File: src/rtl/axi_lite_arbiter_if.sv
// AXI4-Lite channel bundle used for both requester ports and the downstream bus
// of axi_lite_arbiter.
`timescale 1ns/1ps
interface axi_intf #(
    parameter int unsigned ADDR_WIDTH = 32,
    parameter int unsigned DATA_WIDTH = 32
);
    logic [ADDR_WIDTH-1:0]   awaddr;
    logic                    awvalid;
    logic                    awready;
    logic [DATA_WIDTH-1:0]   wdata;
    logic [DATA_WIDTH/8-1:0] wstrb;
    logic                    wvalid;
    logic                    wready;
    logic [1:0]              bresp;
    logic                    bvalid;
    logic                    bready;
    logic [ADDR_WIDTH-1:0]   araddr;
    logic                    arvalid;
    logic                    arready;
    logic [DATA_WIDTH-1:0]   rdata;
    logic [1:0]              rresp;
    logic                    rvalid;
    logic                    rready;

    modport master (
        output awaddr, awvalid, wdata, wstrb, wvalid, bready, araddr, arvalid, rready,
        input  awready, wready, bresp, bvalid, arready, rdata, rresp, rvalid
    );

    modport slave (
        input  awaddr, awvalid, wdata, wstrb, wvalid, bready, araddr, arvalid, rready,
        output awready, wready, bresp, bvalid, arready, rdata, rresp, rvalid
    );
endinterface

File: src/rtl/axi_lite_arbiter.sv
// Two-requester round-robin AXI4-Lite arbiter, one transaction outstanding at a time.
// Optional response watchdog enabled by defining ARB_TIMEOUT_EN.
`timescale 1ns/1ps
module axi_lite_arbiter #(
    parameter int unsigned ADDR_WIDTH     = 32,
    parameter int unsigned DATA_WIDTH     = 32,
    parameter int unsigned TIMEOUT_CYCLES = 255
) (
    input  logic       aclk,
    input  logic       aresetn,
    axi_intf.slave     s0,
    axi_intf.slave     s1,
    axi_intf.master    m,
    output logic [1:0] grant,
    output logic       busy
);
    localparam int unsigned TW = (TIMEOUT_CYCLES > 1) ? $clog2(TIMEOUT_CYCLES) : 1;

    typedef enum logic [2:0] {IDLE, WADDR, WRESP, RADDR, RDATA, ERR} state_t;

    state_t        state;
    logic          aw_done;
    logic          w_done;
    logic          prio;
    logic          is_wr;
    logic [TW-1:0] tcnt;
    logic          tmo_hit;

    logic s0_wr, s0_rd, s1_wr, s1_rd, s0_req, s1_req, pick1, pick_wr;

    logic                    sel;
    logic [ADDR_WIDTH-1:0]   g_awaddr;
    logic [ADDR_WIDTH-1:0]   g_araddr;
    logic [DATA_WIDTH-1:0]   g_wdata;
    logic [DATA_WIDTH/8-1:0] g_wstrb;
    logic                    g_awvalid, g_wvalid, g_bready, g_arvalid, g_rready;

    logic                  up_awready, up_wready, up_bvalid, up_arready, up_rvalid;
    logic [1:0]            up_bresp, up_rresp;
    logic [DATA_WIDTH-1:0] up_rdata;

    logic aw_hs, w_hs, b_hs, ar_hs, r_hs;

    assign s0_wr  = s0.awvalid && s0.wvalid;
    assign s0_rd  = s0.arvalid;
    assign s1_wr  = s1.awvalid && s1.wvalid;
    assign s1_rd  = s1.arvalid;
    assign s0_req = s0_wr || s0_rd;
    assign s1_req = s1_wr || s1_rd;
    assign pick1  = s1_req && (!s0_req || prio);
    assign pick_wr = pick1 ? s1_wr : s0_wr;

    assign sel       = grant[1];
    assign g_awaddr  = sel ? s1.awaddr  : s0.awaddr;
    assign g_araddr  = sel ? s1.araddr  : s0.araddr;
    assign g_wdata   = sel ? s1.wdata   : s0.wdata;
    assign g_wstrb   = sel ? s1.wstrb   : s0.wstrb;
    assign g_awvalid = sel ? s1.awvalid : s0.awvalid;
    assign g_wvalid  = sel ? s1.wvalid  : s0.wvalid;
    assign g_bready  = sel ? s1.bready  : s0.bready;
    assign g_arvalid = sel ? s1.arvalid : s0.arvalid;
    assign g_rready  = sel ? s1.rready  : s0.rready;

    always_comb begin
        m.awaddr   = '0;
        m.awvalid  = 1'b0;
        m.wdata    = '0;
        m.wstrb    = '0;
        m.wvalid   = 1'b0;
        m.bready   = 1'b0;
        m.araddr   = '0;
        m.arvalid  = 1'b0;
        m.rready   = 1'b0;
        up_awready = 1'b0;
        up_wready  = 1'b0;
        up_bvalid  = 1'b0;
        up_bresp   = '0;
        up_arready = 1'b0;
        up_rvalid  = 1'b0;
        up_rdata   = '0;
        up_rresp   = '0;
        if (state != IDLE) begin
            m.awaddr = g_awaddr;
            m.wdata  = g_wdata;
            m.wstrb  = g_wstrb;
            m.araddr = g_araddr;
        end
        case (state)
            WADDR: begin
                m.awvalid  = g_awvalid && !aw_done;
                m.wvalid   = g_wvalid && !w_done;
                up_awready = m.awready && !aw_done;
                up_wready  = m.wready && !w_done;
            end
            WRESP: begin
                m.bready  = g_bready;
                up_bvalid = m.bvalid;
                up_bresp  = m.bresp;
            end
            RADDR: begin
                m.arvalid  = g_arvalid;
                up_arready = m.arready;
            end
            RDATA: begin
                m.rready  = g_rready;
                up_rvalid = m.rvalid;
                up_rdata  = m.rdata;
                up_rresp  = m.rresp;
            end
            ERR: begin
                // Synthesised SLVERR; downstream is drained in case a late response shows up.
                m.bready  = 1'b1;
                m.rready  = 1'b1;
                up_bvalid = is_wr;
                up_rvalid = !is_wr;
                up_bresp  = is_wr ? 2'b10 : 2'b00;
                up_rresp  = is_wr ? 2'b00 : 2'b10;
            end
            default: ;
        endcase
    end

    assign s0.awready = grant[0] && up_awready;
    assign s0.wready  = grant[0] && up_wready;
    assign s0.bvalid  = grant[0] && up_bvalid;
    assign s0.bresp   = grant[0] ? up_bresp : '0;
    assign s0.arready = grant[0] && up_arready;
    assign s0.rvalid  = grant[0] && up_rvalid;
    assign s0.rdata   = grant[0] ? up_rdata : '0;
    assign s0.rresp   = grant[0] ? up_rresp : '0;
    assign s1.awready = grant[1] && up_awready;
    assign s1.wready  = grant[1] && up_wready;
    assign s1.bvalid  = grant[1] && up_bvalid;
    assign s1.bresp   = grant[1] ? up_bresp : '0;
    assign s1.arready = grant[1] && up_arready;
    assign s1.rvalid  = grant[1] && up_rvalid;
    assign s1.rdata   = grant[1] ? up_rdata : '0;
    assign s1.rresp   = grant[1] ? up_rresp : '0;

    assign aw_hs   = m.awvalid && m.awready;
    assign w_hs    = m.wvalid && m.wready;
    assign ar_hs   = m.arvalid && m.arready;
    assign b_hs    = up_bvalid && g_bready;
    assign r_hs    = up_rvalid && g_rready;
    assign tmo_hit = (tcnt == TW'(TIMEOUT_CYCLES - 1));

    always_ff @(posedge aclk) begin
        if (!aresetn) begin
            state   <= IDLE;
            grant   <= '0;
            busy    <= 1'b0;
            aw_done <= 1'b0;
            w_done  <= 1'b0;
            prio    <= 1'b0;
            is_wr   <= 1'b0;
            tcnt    <= '0;
        end else if (b_hs || r_hs) begin
            state <= IDLE;
            grant <= '0;
            busy  <= 1'b0;
            prio  <= grant[0];
        end else begin
            case (state)
                IDLE: begin
                    if (s0_req || s1_req) begin
                        grant <= pick1 ? 2'b10 : 2'b01;
                        busy  <= 1'b1;
                        is_wr <= pick_wr;
                        state <= pick_wr ? WADDR : RADDR;
                    end
                end
                WADDR: begin
                    if ((aw_done || aw_hs) && (w_done || w_hs)) begin
                        state   <= WRESP;
                        aw_done <= 1'b0;
                        w_done  <= 1'b0;
                        tcnt    <= '0;
                    end else begin
                        aw_done <= aw_done || aw_hs;
                        w_done  <= w_done || w_hs;
                    end
                end
                RADDR: begin
                    if (ar_hs) begin
                        state <= RDATA;
                        tcnt  <= '0;
                    end
                end
                WRESP, RDATA: begin
                    // The wait counter saturates in both builds; only the watchdog build acts on it.
                    if (!((state == WRESP) ? m.bvalid : m.rvalid)) begin
                        if (!tmo_hit) tcnt <= tcnt + TW'(1);
`ifdef ARB_TIMEOUT_EN
                        else state <= ERR;
`endif
                    end
                end
                default: ;
            endcase
        end
    end
endmodule

File: src/flat_wrapper.sv
// flat-port wrapper written by rule: the top's interface ports become plain ports
module axi_lite_arbiter_flat 
#(
    parameter int unsigned ADDR_WIDTH     = 32,
    parameter int unsigned DATA_WIDTH     = 32,
    parameter int unsigned TIMEOUT_CYCLES = 255
)
  (aclk, aresetn, grant, busy, s0_awaddr, s0_awvalid, s0_wdata, s0_wstrb, s0_wvalid, s0_bready, s0_araddr, s0_arvalid, s0_rready, s0_awready, s0_wready, s0_bresp, s0_bvalid, s0_arready, s0_rdata, s0_rresp, s0_rvalid, s1_awaddr, s1_awvalid, s1_wdata, s1_wstrb, s1_wvalid, s1_bready, s1_araddr, s1_arvalid, s1_rready, s1_awready, s1_wready, s1_bresp, s1_bvalid, s1_arready, s1_rdata, s1_rresp, s1_rvalid, m_awaddr, m_awvalid, m_wdata, m_wstrb, m_wvalid, m_bready, m_araddr, m_arvalid, m_rready, m_awready, m_wready, m_bresp, m_bvalid, m_arready, m_rdata, m_rresp, m_rvalid);
  axi_intf #(.ADDR_WIDTH(ADDR_WIDTH), .DATA_WIDTH(DATA_WIDTH)) s0_i ();
  axi_intf #(.ADDR_WIDTH(ADDR_WIDTH), .DATA_WIDTH(DATA_WIDTH)) s1_i ();
  axi_intf #(.ADDR_WIDTH(ADDR_WIDTH), .DATA_WIDTH(DATA_WIDTH)) m_i ();
  input  logic aclk;
  input  logic aresetn;
  output logic [1:0] grant;
  output logic busy;
  input wire logic [$bits(s0_i.awaddr)-1:0] s0_awaddr;
  input wire logic [$bits(s0_i.awvalid)-1:0] s0_awvalid;
  input wire logic [$bits(s0_i.wdata)-1:0] s0_wdata;
  input wire logic [$bits(s0_i.wstrb)-1:0] s0_wstrb;
  input wire logic [$bits(s0_i.wvalid)-1:0] s0_wvalid;
  input wire logic [$bits(s0_i.bready)-1:0] s0_bready;
  input wire logic [$bits(s0_i.araddr)-1:0] s0_araddr;
  input wire logic [$bits(s0_i.arvalid)-1:0] s0_arvalid;
  input wire logic [$bits(s0_i.rready)-1:0] s0_rready;
  output wire logic [$bits(s0_i.awready)-1:0] s0_awready;
  output wire logic [$bits(s0_i.wready)-1:0] s0_wready;
  output wire logic [$bits(s0_i.bresp)-1:0] s0_bresp;
  output wire logic [$bits(s0_i.bvalid)-1:0] s0_bvalid;
  output wire logic [$bits(s0_i.arready)-1:0] s0_arready;
  output wire logic [$bits(s0_i.rdata)-1:0] s0_rdata;
  output wire logic [$bits(s0_i.rresp)-1:0] s0_rresp;
  output wire logic [$bits(s0_i.rvalid)-1:0] s0_rvalid;
  input wire logic [$bits(s1_i.awaddr)-1:0] s1_awaddr;
  input wire logic [$bits(s1_i.awvalid)-1:0] s1_awvalid;
  input wire logic [$bits(s1_i.wdata)-1:0] s1_wdata;
  input wire logic [$bits(s1_i.wstrb)-1:0] s1_wstrb;
  input wire logic [$bits(s1_i.wvalid)-1:0] s1_wvalid;
  input wire logic [$bits(s1_i.bready)-1:0] s1_bready;
  input wire logic [$bits(s1_i.araddr)-1:0] s1_araddr;
  input wire logic [$bits(s1_i.arvalid)-1:0] s1_arvalid;
  input wire logic [$bits(s1_i.rready)-1:0] s1_rready;
  output wire logic [$bits(s1_i.awready)-1:0] s1_awready;
  output wire logic [$bits(s1_i.wready)-1:0] s1_wready;
  output wire logic [$bits(s1_i.bresp)-1:0] s1_bresp;
  output wire logic [$bits(s1_i.bvalid)-1:0] s1_bvalid;
  output wire logic [$bits(s1_i.arready)-1:0] s1_arready;
  output wire logic [$bits(s1_i.rdata)-1:0] s1_rdata;
  output wire logic [$bits(s1_i.rresp)-1:0] s1_rresp;
  output wire logic [$bits(s1_i.rvalid)-1:0] s1_rvalid;
  output wire logic [$bits(m_i.awaddr)-1:0] m_awaddr;
  output wire logic [$bits(m_i.awvalid)-1:0] m_awvalid;
  output wire logic [$bits(m_i.wdata)-1:0] m_wdata;
  output wire logic [$bits(m_i.wstrb)-1:0] m_wstrb;
  output wire logic [$bits(m_i.wvalid)-1:0] m_wvalid;
  output wire logic [$bits(m_i.bready)-1:0] m_bready;
  output wire logic [$bits(m_i.araddr)-1:0] m_araddr;
  output wire logic [$bits(m_i.arvalid)-1:0] m_arvalid;
  output wire logic [$bits(m_i.rready)-1:0] m_rready;
  input wire logic [$bits(m_i.awready)-1:0] m_awready;
  input wire logic [$bits(m_i.wready)-1:0] m_wready;
  input wire logic [$bits(m_i.bresp)-1:0] m_bresp;
  input wire logic [$bits(m_i.bvalid)-1:0] m_bvalid;
  input wire logic [$bits(m_i.arready)-1:0] m_arready;
  input wire logic [$bits(m_i.rdata)-1:0] m_rdata;
  input wire logic [$bits(m_i.rresp)-1:0] m_rresp;
  input wire logic [$bits(m_i.rvalid)-1:0] m_rvalid;
  assign s0_i.awaddr = s0_awaddr;
  assign s0_i.awvalid = s0_awvalid;
  assign s0_i.wdata = s0_wdata;
  assign s0_i.wstrb = s0_wstrb;
  assign s0_i.wvalid = s0_wvalid;
  assign s0_i.bready = s0_bready;
  assign s0_i.araddr = s0_araddr;
  assign s0_i.arvalid = s0_arvalid;
  assign s0_i.rready = s0_rready;
  assign s0_awready = s0_i.awready;
  assign s0_wready = s0_i.wready;
  assign s0_bresp = s0_i.bresp;
  assign s0_bvalid = s0_i.bvalid;
  assign s0_arready = s0_i.arready;
  assign s0_rdata = s0_i.rdata;
  assign s0_rresp = s0_i.rresp;
  assign s0_rvalid = s0_i.rvalid;
  assign s1_i.awaddr = s1_awaddr;
  assign s1_i.awvalid = s1_awvalid;
  assign s1_i.wdata = s1_wdata;
  assign s1_i.wstrb = s1_wstrb;
  assign s1_i.wvalid = s1_wvalid;
  assign s1_i.bready = s1_bready;
  assign s1_i.araddr = s1_araddr;
  assign s1_i.arvalid = s1_arvalid;
  assign s1_i.rready = s1_rready;
  assign s1_awready = s1_i.awready;
  assign s1_wready = s1_i.wready;
  assign s1_bresp = s1_i.bresp;
  assign s1_bvalid = s1_i.bvalid;
  assign s1_arready = s1_i.arready;
  assign s1_rdata = s1_i.rdata;
  assign s1_rresp = s1_i.rresp;
  assign s1_rvalid = s1_i.rvalid;
  assign m_awaddr = m_i.awaddr;
  assign m_awvalid = m_i.awvalid;
  assign m_wdata = m_i.wdata;
  assign m_wstrb = m_i.wstrb;
  assign m_wvalid = m_i.wvalid;
  assign m_bready = m_i.bready;
  assign m_araddr = m_i.araddr;
  assign m_arvalid = m_i.arvalid;
  assign m_rready = m_i.rready;
  assign m_i.awready = m_awready;
  assign m_i.wready = m_wready;
  assign m_i.bresp = m_bresp;
  assign m_i.bvalid = m_bvalid;
  assign m_i.arready = m_arready;
  assign m_i.rdata = m_rdata;
  assign m_i.rresp = m_rresp;
  assign m_i.rvalid = m_rvalid;
  axi_lite_arbiter #(.ADDR_WIDTH(ADDR_WIDTH), .DATA_WIDTH(DATA_WIDTH), .TIMEOUT_CYCLES(TIMEOUT_CYCLES)) u_core (.aclk(aclk), .aresetn(aresetn), .s0(s0_i), .s1(s1_i), .m(m_i), .grant(grant), .busy(busy));
endmodule
File: config.mk
export PLATFORM = sky130hd
export DESIGN_NAME = axi_lite_arbiter_flat
export DESIGN_NICKNAME = d
export VERILOG_FILES = /design/src/rtl/axi_lite_arbiter_if.sv /design/src/rtl/axi_lite_arbiter.sv /design/src/flat_wrapper.sv
export SDC_FILE = /design/constraint.sdc
export NUM_CORES = 1
export LEC_CHECK = 0
export BUFFER_PORTS_ARGS = -buffer_cell sky130_fd_sc_hd__buf_2
export CAP_MARGIN = 30
export CORE_AREA = 3 3 169 171
export CTS_BUF_LIST = sky130_fd_sc_hd__clkbuf_16
export CTS_CLUSTER_SIZE = 25
export DETAILED_ROUTE_END_ITERATION = 6
export DIE_AREA = 0 0 172 174
export GPL_TIMING_DRIVEN = 1
export PLACE_DENSITY = 0.32
export SLEW_MARGIN = 20
export SYNTH_ARGS = -nofsm -noshare
export SYNTH_HDL_FRONTEND = slang
export SYNTH_SLANG_ARGS = --single-unit
File: constraint.sdc
create_clock -name aclk -period 1.6 [get_ports aclk]
set_input_delay 0.16 -clock aclk [delete_from_list [all_inputs] [get_ports aclk]]
set_output_delay 0.16 -clock aclk [all_outputs]
set_load 0.02 [all_outputs]
* After elaboration in Yosys (flattened, before gate mapping) *
Index checks and enable logic that the tools add are counted.

operators by class
  add/sub/neg operators = 0
  multiply operators = 0
  divide/modulo/power cells = 0
  magnitude comparators = 0
  equal/unequal tests = 8
  shift operators = 0
  mux-type cells = 43
  bitwise logic cells = 2
  reductions and logical operators = 42

operators by type and width
  cell                                                                   number
  32-bit 2-to-1 mux                                                      9
  1-bit logical AND                                                      23
  2-bit 2-to-1 mux                                                       8
  1-bit 2-to-1 mux                                                       14
  3-bit 2-to-1 mux                                                       3
  3-bit one-hot mux with 3 select lines                                  1
  4-bit 2-to-1 mux                                                       2
  1-bit one-hot mux with 2 select lines                                  4
  2-bit one-hot mux with 2 select lines                                  2
  1-bit logical OR                                                       7
  3-bit by 2-bit equality test with 1-bit output, second input constant  2
  3-bit equality test, second input constant                             2
  2-bit by 1-bit != test with 1-bit output, second input constant        3
  3-bit nonzero test                                                     2
  1-bit logical NOT                                                      4
  2-bit AND reduction                                                    2
  4-bit AND reduction                                                    1
  3-bit by 1-bit equality test with 1-bit output, second input constant  1
  3-bit logical NOT                                                      1
  3-bit AND reduction                                                    1
  1-bit NOT                                                              2
  2-bit OR reduction                                                     1

word-level totals
  bits in registers = 10
  bits in latches = 0
  RAM bits = 0
  ROM bits = 0
  input port bits = 253
  output and inout port bits = 190
  logic and storage cells = 102
  memories = 0

* Depth between registers and ports, before layout *
Gate-level depths: netlist of the first run.

  depth after elaboration = 9
  mapped depth = 6
  mapped depth without buffers = 4

* Worst setup path after synthesis of the first run *
Ideal clock, no wire load.

  path type = reg2out
  from = register u_core.grant[1]
  to = output port m_awaddr[0]
  arrival = 1.620 ns
  data required time = 1.440 ns
  path slack = -0.180 ns
  stages on the path, launching flop included = 7
  buffers on the path = 4
  cell sequence = dfxtp_1 buf_4 buf_2 buf_4 buf_2 mux2i_1 nor2_1

between the ends
  word-level cells in the longest chain between the ends = 2

RTL lines
  element                 line                     source
  start, declared         axi_lite_arbiter.sv:14   output logic [1:0] grant,
  start signal, assigned  axi_lite_arbiter.sv:166  grant <= pick1 ? 2'b10 : 2'b01;
  32-bit 2-to-1 mux       axi_lite_arbiter.sv:54   assign g_awaddr = sel ? s1.awaddr : s0.awaddr;
  32-bit 2-to-1 mux       axi_lite_arbiter.sv:82   if (state != IDLE) begin
  end, declared           flat_wrapper.sv:50       output wire logic [$bits(m_i.awaddr)-1:0] m_awaddr;

Every way passes these cells.

* Worst setup path after layout of the first run *
  from = register u_core.state[1]
  to = output port m_araddr[0]

between the ends
  word-level cells in the longest chain between the ends = 2

RTL lines
  element                 line                     source
  start, declared         axi_lite_arbiter.sv:21   state_t state;
  start signal, assigned  axi_lite_arbiter.sv:169  state <= pick_wr ? WADDR : RADDR;
  3-bit nonzero test      axi_lite_arbiter.sv:82
  32-bit 2-to-1 mux       axi_lite_arbiter.sv:82
  end, declared           flat_wrapper.sv:56       output wire logic [$bits(m_i.araddr)-1:0] m_araddr;

Every way passes these cells.

==> results of run 1 <==
metrics by stage:
stage / instances / util, %
floorplan: 417 / -
global placement: 1218 / 21.77
detailed placement: 1218 / 21.77
CTS: 1237 / 25.58
global route: 1255 / 27.67
finish: 1255 / 27.67
cells by family (layout without fill, tap and decap cells):
family | count (synthesis) | in the layout | share of synthesized area (%)
mux | 105 | 105 | 37.39
buf+inv | 41 | 536 | 7.149
compound gates | 33 | 33 | 8.615
other cells | 0 | 2 | 0
flops | 10 | 10 | 7.105
simple gates | 228 | 228 | 39.74
critical path, cell delays in order, from the launching register on:
cell and delay [ns]:
dfxtp_4 0.36, buf_6 0.12, nor3_4 0.19, buf_12 0.17, buf_12 0.15, buf_12 0.14
nor2_1 0.05, buf_4 0.16
flip-flops by register name, indices dropped and copies added (netlist names):
signal,flops
u_core.state,3
u_core.is_wr,1
u_core.grant,2
u_core.busy,1
u_core.aw_done,1
u_core.prio,1
u_core.w_done,1
synth_stat cells, types with 2 or more instances:
master	count	area, sq um
nor2_1	116	435.4
mux2i_1	103	1031
and2_1	70	437.9
buf_2	26	130.1
a21oi_1	10	50.05
dfxtp_1	10	200.2
nor2b_1	9	56.30
inv_1	7	26.28
nand2b_1	7	43.79
nand3_1	7	35.03
o21ai_0	6	30.03
and3_1	5	31.28
clkbuf_1	5	18.77
nand2_1	5	18.77
nor3_1	4	20.02
a21oi_2	2	17.52
a41oi_1	2	17.52
buf_4	2	15.01
mux2_1	2	22.52
per-layer routing:
| layer | vias to the layer above | global-route usage [%] |
|---|---|---|
| li1 | 2403 | - |
| met5 | - | 0 |
| met3 | 8 | 2.706 |
| met2 | 268 | 24.72 |
| met1 | 2192 | 13.91 |
| met4 | 0 | 1.464 |
worst max path at each step:
stage                               to                    startpoint  depth (start not counted)  slack [ns]
after floorplan           m_awaddr[28]  u_core.grant[1]$_SDFFE_PP0P_                          5        0.03
after global placement      s0_awready  u_core.state[2]$_SDFFE_PP0P_                          5       -0.03
after detailed placement    s1_awready  u_core.state[2]$_SDFFE_PP0P_                          5       -0.04
after CTS                   s1_awready  u_core.state[2]$_SDFFE_PP0P_                          5       -0.15
after global routing         s0_wready  u_core.state[2]$_SDFFE_PP0P_                          5       -0.20
final                      m_araddr[0]  u_core.state[1]$_SDFFE_PP0P_                          7       -0.15
layout make-up:
class | instances | area share (%)
clock inverters | 1 | 0.05020
well taps | 341 | 5.706
clock buffers | 3 | 1.004
repair buffers | 525 | 51.19
flip-flops and latches | 10 | 2.845
multi-input cells | 366 | 38.79
inverters | 7 | 0.3514
diodes | 2 | 0.06693
repair_timing:
| item | in CTS | in global routing |
|---|---|---|
| setup buffers | 11 | 11 |
| endpoints found under the setup margin | 184 | 194 |
| resized for setup | 194 | 109 |
| cloned | 4 | 5 |
| hold buffers | 0 | 0 |
| pin swaps | 15 | 6 |
report_power, final:
part           internal (uW)  switching, uW
Sequential               333           97.7
Combinational           4680           4870
Clock                    329            125
Total                   5350           5090
==> results by group, run 1 <==
Pwr
  • Maximum vdd drop: 0.0009261 V
  • Pleak: 0.003661 uW
  • Pwr dens: 1395 nW/um^2
  • Power, Total: 10,430 uW

Synthesis
  • Post-Syn Nets: 670
  • Mapped Cells: 417
  • Synth cell types: 38
  • Syn Std Cell Area: 2818 sq um
  • Seq/Total Area, Yosys: 7.105%
  • Number of enable flip-flop cells after synthesis: 0
  • Syn. warnings: 0
  • Top_reg_cell synth: dfxtp_1
  • Post-synth ARST share: 0%
  • Synth Area per Inst: 6.757 sq um
  • Seq cells post-synth: 10

Detailed routing
  • Via count: 4,871
  • Routed Antenna Nets: 0
  • Met2 WL: 11,650 um
  • Via density: 3.881
  • Max Used Layer: met4
  • Metal-1 WL: 7975 um
  • Wire per inst: 17.17 um
  • Starting DRT DRC Count: 91
  • Final WL: 21,550 um
  • TritonRoute pass-1 iters: 4
  • WL met3: 1778 um
  • DR DRC count: 0

Global route
  • First-pass GRT wire length: 29,040 um
  • Vias in the first global route: 4,751
  • Largest net degree at the start of global routing: 57
  • Initial antenna violation count: 3
  • Total congestion overflow: 0
  • All-Layer GR Usage: 12.55%

Die
  • Initial Utilization: 10.43%
  • Die Wd: 172 um
  • Core Area: 27,030 sq um
  • Die ar.: 29,930 sq um
  • Top Ports: 443
  • Die H: 174 um
  • Row count: 60

STA
  • Worst Clk Skew: 0.0009456 ns
  • Fmax: 572.8 MHz
  • Final setup viols: 181
  • Final setup TNS: -13.06 ns
  • Hold slack: 0.2245 ns
  • Worst Tran Pin Value: 0.3893 ns
  • Period utilisation layout: 109.1%
  • RSZ-0062 raised after global routing: true
  • Tmin final: 1.746 ns
  • Final slew viol count: 0
  • Rel. slew slack: 74.05%
  • Fin worst setup slack: -0.1458 ns
  • Final hold violations: 0

Setup path
  • Register-to-register setup slack: -0.08 ns
  • Critical path type: reg2out
  • Startpoint types: flip-flop
  • WP data required: 1.44 ns
  • Crit Reg-Reg Endpoint: u_core.state[0]$_SDFFE_PP0P_
  • Worst R2R Start: u_core.state[2]$_SDFFE_PP0P_
  • Worst path arrival time: 1.59 ns
  • Worst Path Max Fanout: 10
  • Crit. End Element: output port
  • Reg2reg path depth: 7

Clocking
  • Clk root buf: clkbuf_16
  • H-tree lvl count: 1
  • Skew-Pair Late Insertion Delay: 0.24 ns
  • Clock buffer depth: 2
  • Clock sinks: 10
  • Cts bufs inserted: 3
  • Clk slew on worst S/H paths: 0.04 ns
  • CTS tree: done

Final layout
  • Area of the multi-input gates: 2900 sq um
  • Final instance area: 7477 sq um
  • Synthesis-to-finish area growth: 165.4%
  • Final nets: 1,166
  • Share of cells above drive strength 1: 68.09%
  • Seq. cell area: 212.7 sq um
  • FILL cells: 2,989
  • Most frequent cells in the layout: buf_2, buf_4, mux2i_1
  • Commonest non-fill, non-tap cell in the layout: buf_2

Outcome
  • Status: finished, violations left
  • Failing checks: setup timing

Flow run
  • Max cap viols: 0

Placement
  • Place WS: -0.03674 ns
  • Placed inst area: 5883 sq um
  • DPL Wire Length: 17,540 um
  • Port buffer count: 442
  • Routability cong.: 0.8542

Min path
  • Worst Hold Class: in2reg
  • Hold Path Cell Cnt: 2
  • Min-delay src: aresetn
  • Hold Path End: u_core.aw_done$_SDFFE_PN0P_
(Power assumes the default switching activity.)
==> inputs of run 2 (changes only) <==
- BUFFER_PORTS_ARGS: -buffer_cell sky130_fd_sc_hd__buf_2 -> -buffer_cell sky130_fd_sc_hd__buf_4
- CTS_BUF_LIST: sky130_fd_sc_hd__clkbuf_16 -> sky130_fd_sc_hd__clkbuf_4 sky130_fd_sc_hd__clkbuf_8
==> run 2 against run 1 <==
The run still ends with setup timing left. Power rose by 31%. Clock power decreased by 30%. Worst hold slack better by 0.011 ns. Via count grew 3.4%. Non-clock buffer count increased by 11. Sequential power shrank 4%. Setup slack improved by 0.012 ns. Clock skew increased by 0.0027 ns. Critical path type unchanged. Largest cell class unchanged.
==> results by group, run 2 (synthesized netlist as in run 1, its figures left out) <==
Outcome
  • Status: finished, violations left
  • Failing checks: setup timing

Final layout
  • Synthesis-to-finish area growth: 258.9%
  • Fin cells: 1,266 (+0.88%)
  • Most frequent cells in the layout: buf_4, buf_6, nor2_4
  • Max reg flops: 3 (unchanged)
  • Final nets: 1,177 (+0.94%)
  • Share of cells above drive strength 1: 85.48% (+17 points)
  • FILL cells: 2,759 (-7.7%)
  • Top reg by flops: u_core.state
  • Seq. cell area: 212.7 sq um (unchanged)
  • Area of the multi-input gates: 3983 sq um (+37%)
  • Top Registers: u_core.state x3, u_core.grant x2
  • Commonest non-fill, non-tap cell in the layout: buf_4

STA
  • Worst Tran Pin Value: 0.3623 ns (-0.02694 ns)
  • Rel. slew slack: 75.85% (+1.8 points)
  • Final setup viols: 176 (-2.8%)
  • RSZ-0062 raised after global routing: true
  • Period utilisation layout: 108.4% (-0.72 points)
  • Tmin final: 1.734 ns (-0.01157 ns)
  • Final setup TNS: -16.00 ns (-2.941 ns)
  • Fmax: 576.6 MHz (+0.67%)
  • Worst Clk Skew: 0.003647 ns (+0.002701 ns)
  • Fin worst setup slack: -0.1342 ns (+0.01157 ns)
  • Final hold violations: 0 (unchanged)
  • Hold slack: 0.2353 ns (+0.01081 ns)
  • Final slew viol count: 0 (unchanged)

Detailed routing
  • Via density: 3.980 (+2.6%)
  • DR DRC count: 0 (unchanged)
  • Starting DRT DRC Count: 95 (+4.4%)
  • Routed Antenna Nets: 0 (unchanged)
  • Wire per inst: 19.79 um (+15%)
  • Via count: 5,039 (+3.4%)
  • TritonRoute pass-1 iters: 4 (unchanged)
  • Final WL: 25,060 um (+16%)

Pwr
  • Comb pwr share: 94.6% (+3.1 points)
  • Sw Ratio: 48.07% (-0.69 points)
  • Power share of the sequential group: 3.0% (-1.1 points)
  • Clock power frac: 2.3% (-2.0 points)
  • Pleak: 0.004312 uW (+18%)
  • Internal: 7073 uW (+32%)
  • Net switching power: 6548 uW (+29%)
  • Pwr dens: 1347 nW/um^2 (-3.5%)
  • Power, Total: 13,620 uW (+31%)
  • Maximum vdd drop: 0.001022 V (+10%)

Setup path
  • Worst Setup SP: u_core.state[2]$_SDFFE_PP0P_
  • Worst Path Max Fanout: 8 (-2)
  • WP data required: 1.44 ns (about the same)
  • Critical path type: reg2out
  • Worst R2R Start: u_core.state[2]$_SDFFE_PP0P_
  • Crit. End Element: output port
  • Startpoint types: flip-flop
  • Worst path arrival time: 1.57 ns (-0.02 ns)

Clocking
  • Cts bufs inserted: 3 (unchanged)
  • CTS tree: done
  • Clk slew on worst S/H paths: 0.05 ns (about the same)
  • H-tree lvl count: 1 (unchanged)
  • Skew-Pair Late Insertion Delay: 0.23 ns (about the same)
  • Clock sinks: 10 (unchanged)
  • Clock buffer depth: 2 (unchanged)
  • Clk root buf: clkbuf_8

Placement
  • Place WS: -0.04306 ns (-0.006312 ns)
  • DPL Wire Length: 19,590 um (+12%)
  • Routability cong.: 0.7647 (-10%)
  • Port buffer count: 442 (unchanged)
  • Post-placement cell count: 1,218 (unchanged)

Min path
  • Min-delay src: aresetn
  • Worst Hold Class: in2reg

Global route
  • First-pass GRT wire length: 32,780 um (+13%)
  • Total congestion overflow: 0 (unchanged)
  • Vias in the first global route: 5,099 (+7.3%)
  • Initial antenna violation count: 2 (-1)
  • All-Layer GR Usage: 14.45% (+1.9 points)
  • Largest net degree at the start of global routing: 25 (-56%)

Flow run
  • Max cap viols: 0 (unchanged)

Die
  • Die ar.: 29,930 sq um (unchanged)
  • Row count: 60 (unchanged)
  • Die H: 174 um (unchanged)
  • Core Area: 27,030 sq um (unchanged)
  • Top Ports: 443 (unchanged)
  • Initial Utilization: 10.43% (unchanged)
  • Die Wd: 172 um (unchanged)
[run 2: cell count changes in the layout (fill, tap and decap cells not counted), moves of 40 or more]
cell and delta:
buf_2 -308, buf_4 +161, buf_6 +146, mux2i_1 -40, nor2_1 -70, nor2_4 +86
[run 2: routing by layer]
layer	GRT usage [%]	up-vias	share of wire (%)
li1	-	2432	-
met1	15.02	2317	34
met2	28.97	274	56
met3	3.935	16	8.8
met4	1.863	0	1.2
met5	0	-	0
[run 2: area by class of cell]
class,count,share of cell area [%]
Antenna cell,2,0.04949
Clock buffer,4,0.5444
Inverter,7,0.2598
Multi-Input combinational cell,366,39.38
Sequential cell,10,2.103
Tap cell,341,4.219
Timing Repair Buffer,536,53.44
[run 2: final timing paths]
path                                                     end  slack (ns)  cells after the start
worst max register to register  u_core.state[0]$_SDFFE_PP0P_       -0.04                      7
worst max-delay path                            s0_rdata[21]       -0.13                      8
worst min register to register     u_core.is_wr$_SDFFE_PN0P_        0.51                      2
worst min-delay path             u_core.aw_done$_SDFFE_PN0P_        0.24                      2
[run 2: through the flow]
step                cell area (sq um)  utilization [%]
floorplan                        2907                -
global route                    10110            37.42
CTS                              8118            30.04
detailed placement               6979            25.82
finish                          10110            37.42
global placement                 6979            25.82
[run 2: what timing repair did]
| item | in CTS | in global routing |
|---|---|---|
| gates resized for setup | 199 | 412 |
| gates cloned | 8 | 9 |
| setup buffers | 21 | 11 |
| pin swaps | 23 | 110 |
| hold buffers | 0 | 0 |
| endpoints found under the setup margin | 188 | 194 |
[run 2: critical path, cell delays in order (launching register included)]
cell	delay (ns)
dfxtp_2	0.34
buf_6	0.10
nor2b_4	0.15
nand2_2	0.09
nor2_4	0.10
buf_12	0.14
clkbuf_16	0.15
and2_1	0.14
buf_6	0.12
[run 2: power by group through the flow]
stage	Sequential, uW	Clock, uW	Combinational [uW]
after global placement	418	0	7950
final	413	317	12900
after CTS	430	332	10000
after global routing	422	346	13600
after floorplan	403	0	3940
after detailed placement	421	0	7850
==> inputs of run 3 (changes only) <==
- SETUP_SLACK_MARGIN: unset -> 0.05
==> run 3 against run 2 <==
The flow still finishes with violations (setup timing). Non-clock buffer count shrank 17. Combinational power shrank 23%. Count of clock-buffer cells in the layout is the same. Clock skew down 0.00073 ns. Global-route usage decreased by 0.29 points. Setup slack got worse by 0.071 ns. Via count shrank 3.5%. Sequential power is 2% higher. Power shrank 22%. Die area did not move. Worst hold slack lost 0.0069 ns. Clock power is 5% lower. Largest cell class unchanged. Highest routed layer unchanged.
==> results by group, run 3 (synthesized netlist as in run 1, its figures left out) <==
Outcome
  • Status: finished, violations left
  • Failing checks: setup timing

Final layout
  • Commonest non-fill, non-tap cell in the layout: buf_4
  • Max reg flops: 3 (unchanged)
  • Final nets: 1,160 (-1.4%)
  • Final instance area: 8335 sq um (-18%)
  • Top reg by flops: u_core.state
  • Most frequent cells in the layout: buf_4, mux2i_1, buf_6
  • Synthesis-to-finish area growth: 195.8%
  • Share of cells above drive strength 1: 72.19% (-13 points)
  • Final core occ: 30.84% (-6.6 points)
  • Top Registers: u_core.state x3, u_core.grant x2

Placement
  • Port buffer count: 442 (unchanged)
  • Placed inst area: 6939 sq um (-0.57%)
  • DPL Wire Length: 19,460 um (-0.66%)
  • Routability cong.: 0.7674 (+0.35%)

Setup path
  • Startpoint types: flip-flop
  • Worst Setup SP: u_core.state[2]$_SDFFE_PP0P_
  • Critical path type: reg2out
  • WP data required: 1.44 ns (about the same)
  • Worst R2R Start: u_core.state[2]$_SDFFE_PP0P_
  • Worst path arrival time: 1.64 ns (+0.07 ns)
  • Crit. End Element: output port
  • Worst Path Max Fanout: 9 (+1)
  • Register-to-register setup slack: -0.15 ns (-0.11 ns)

STA
  • Final setup viols: 183 (+4.0%)
  • Tmin final: 1.805 ns (+0.07076 ns)
  • Final setup TNS: -22.43 ns (-6.433 ns)
  • Final hold violations: 0 (unchanged)
  • Rel. slew slack: 70.15% (-5.7 points)
  • Period utilisation layout: 112.8% (+4.4 points)
  • Fin worst setup slack: -0.2050 ns (-0.07076 ns)
  • RSZ-0062 raised after global routing: true
  • Worst Clk Skew: 0.002920 ns (-0.0007263 ns)
  • Worst Tran Pin Value: 0.4477 ns (+0.08543 ns)
  • Final slew viol count: 0 (unchanged)
  • Fmax: 554.0 MHz (-3.9%)

Detailed routing
  • Via count: 4,862 (-3.5%)
  • TritonRoute pass-1 iters: 4 (unchanged)
  • Final WL: 23,350 um (-6.8%)
  • Via density: 3.896 (-2.1%)
  • Starting DRT DRC Count: 115 (+21%)
  • Wire per inst: 18.71 um (-5.5%)
  • Routed Antenna Nets: 0 (unchanged)
  • DR DRC count: 0 (unchanged)

Flow run
  • Max cap viols: 0 (unchanged)

Clocking
  • Clk slew on worst S/H paths: 0.05 ns (about the same)
  • Clock sinks: 10 (unchanged)
  • Skew-Pair Late Insertion Delay: 0.24 ns (about the same)
  • Cts bufs inserted: 3 (unchanged)
  • Clk root buf: clkbuf_8
  • H-tree lvl count: 1 (unchanged)
  • CTS tree: done
  • Clock buffer depth: 2 (unchanged)

Pwr
  • Pwr dens: 1275 nW/um^2 (-5.3%)
  • Power, Total: 10,630 uW (-22%)
  • Pleak: 0.003892 uW (-9.7%)
  • Maximum vdd drop: 0.001150 V (+13%)

Global route
  • Most Used Layer, Global Route: met2
  • Grt met2 use: 27.88% (-1.1 points)
  • Largest net degree at the start of global routing: 34 (+36%)
  • All-Layer GR Usage: 14.16% (-0.29 points)
  • First-pass GRT wire length: 32,110 um (-2.0%)
  • Vias in the first global route: 5,027 (-1.4%)
  • Met3 Use GR: 4.048% (+0.11 points)
  • Total congestion overflow: 0 (unchanged)
  • Grt met1 use: 14.74% (-0.28 points)
  • Initial antenna violation count: 1 (-1)

Die
  • Row count: 60 (unchanged)
  • Top Ports: 443 (unchanged)
  • Die ar.: 29,930 sq um (unchanged)
  • Initial Utilization: 10.43% (unchanged)
  • Die H: 174 um (unchanged)
  • Die Wd: 172 um (unchanged)
  • Core Area: 27,030 sq um (unchanged)

Min path
  • Worst Hold Class: in2reg
  • Min-delay src: aresetn
[run 3: cell types whose count changed in the layout (fill, tap and decap cells not counted), moves of 20 or more]
cell / before / now
nor2_2: 7 / 27
mux2i_4: 29 / 3
mux2i_1: 44 / 97
buf_6: 193 / 88
nor2_1: 8 / 66
nor2_4: 101 / 23
buf_4: 297 / 402
mux2i_2: 30 / 3
[run 3: worst max-delay path: stages (launching register included)]
cell and delay (ns):
dfxtp_2 0.33, buf_6 0.13, nor3_4 0.23, buf_6 0.14, buf_12 0.14, buf_12 0.12, buf_16 0.11, nor2_1 0.05
buf_4 0.15
[run 3: power by group]
part / internal, uW / switching [uW]
clock: 192 / 108
sequential: 332 / 89.4
combinational: 4930 / 4980
total: 5460 / 5180
[run 3: cell type report]
class,count,area (sq um)
Tap cell,341,426.7
Timing Repair Buffer,519,4637
Multi-Input combinational cell,366,2982
Fill cell,2932,18690
Antenna cell,1,2.502
Clock buffer,4,48.80
Inverter,7,26.28
Sequential cell,10,212.7
[run 3: routing by layer]
layer,share of wire (%),vias up,routed length (um)
li1,-,2383,-
met1,34,2193,7947
met2,55,272,12810
met3,9.6,14,2242
met4,1.5,0,346
met5,0,-,0
[run 3: path summary, 6_finish.rpt]
check	endpoint	depth (start not counted)
max	m_wdata[18]	8
max reg2reg	u_core.state[1]$_SDFFE_PP0P_	6
min reg2reg	u_core.busy$_SDFFE_PP0P_	2
min	u_core.aw_done$_SDFFE_PN0P_	2
[run 3: metrics by stage]
stage | hold slack [ns] | setup slack (ns) | instances
after floorplan | 0.3069 | 0.03993 | 417
after global placement | 0.4671 | -0.1296 | 1207
after detailed placement | 0.4687 | -0.1089 | 1207
after CTS | 0.2279 | -0.2342 | 1243
after global routing | 0.2230 | -0.2848 | 1248
final | 0.2284 | -0.2050 | 1248
[run 3: repair_timing]
action,in CTS,in global routing
endpoints found under the hold margin,0,0
setup endpoints to repair,186,193
buffers inserted,23,10
resized for setup,150,94
cloned,9,1
hold buffers,0,0
pin swaps,22,52
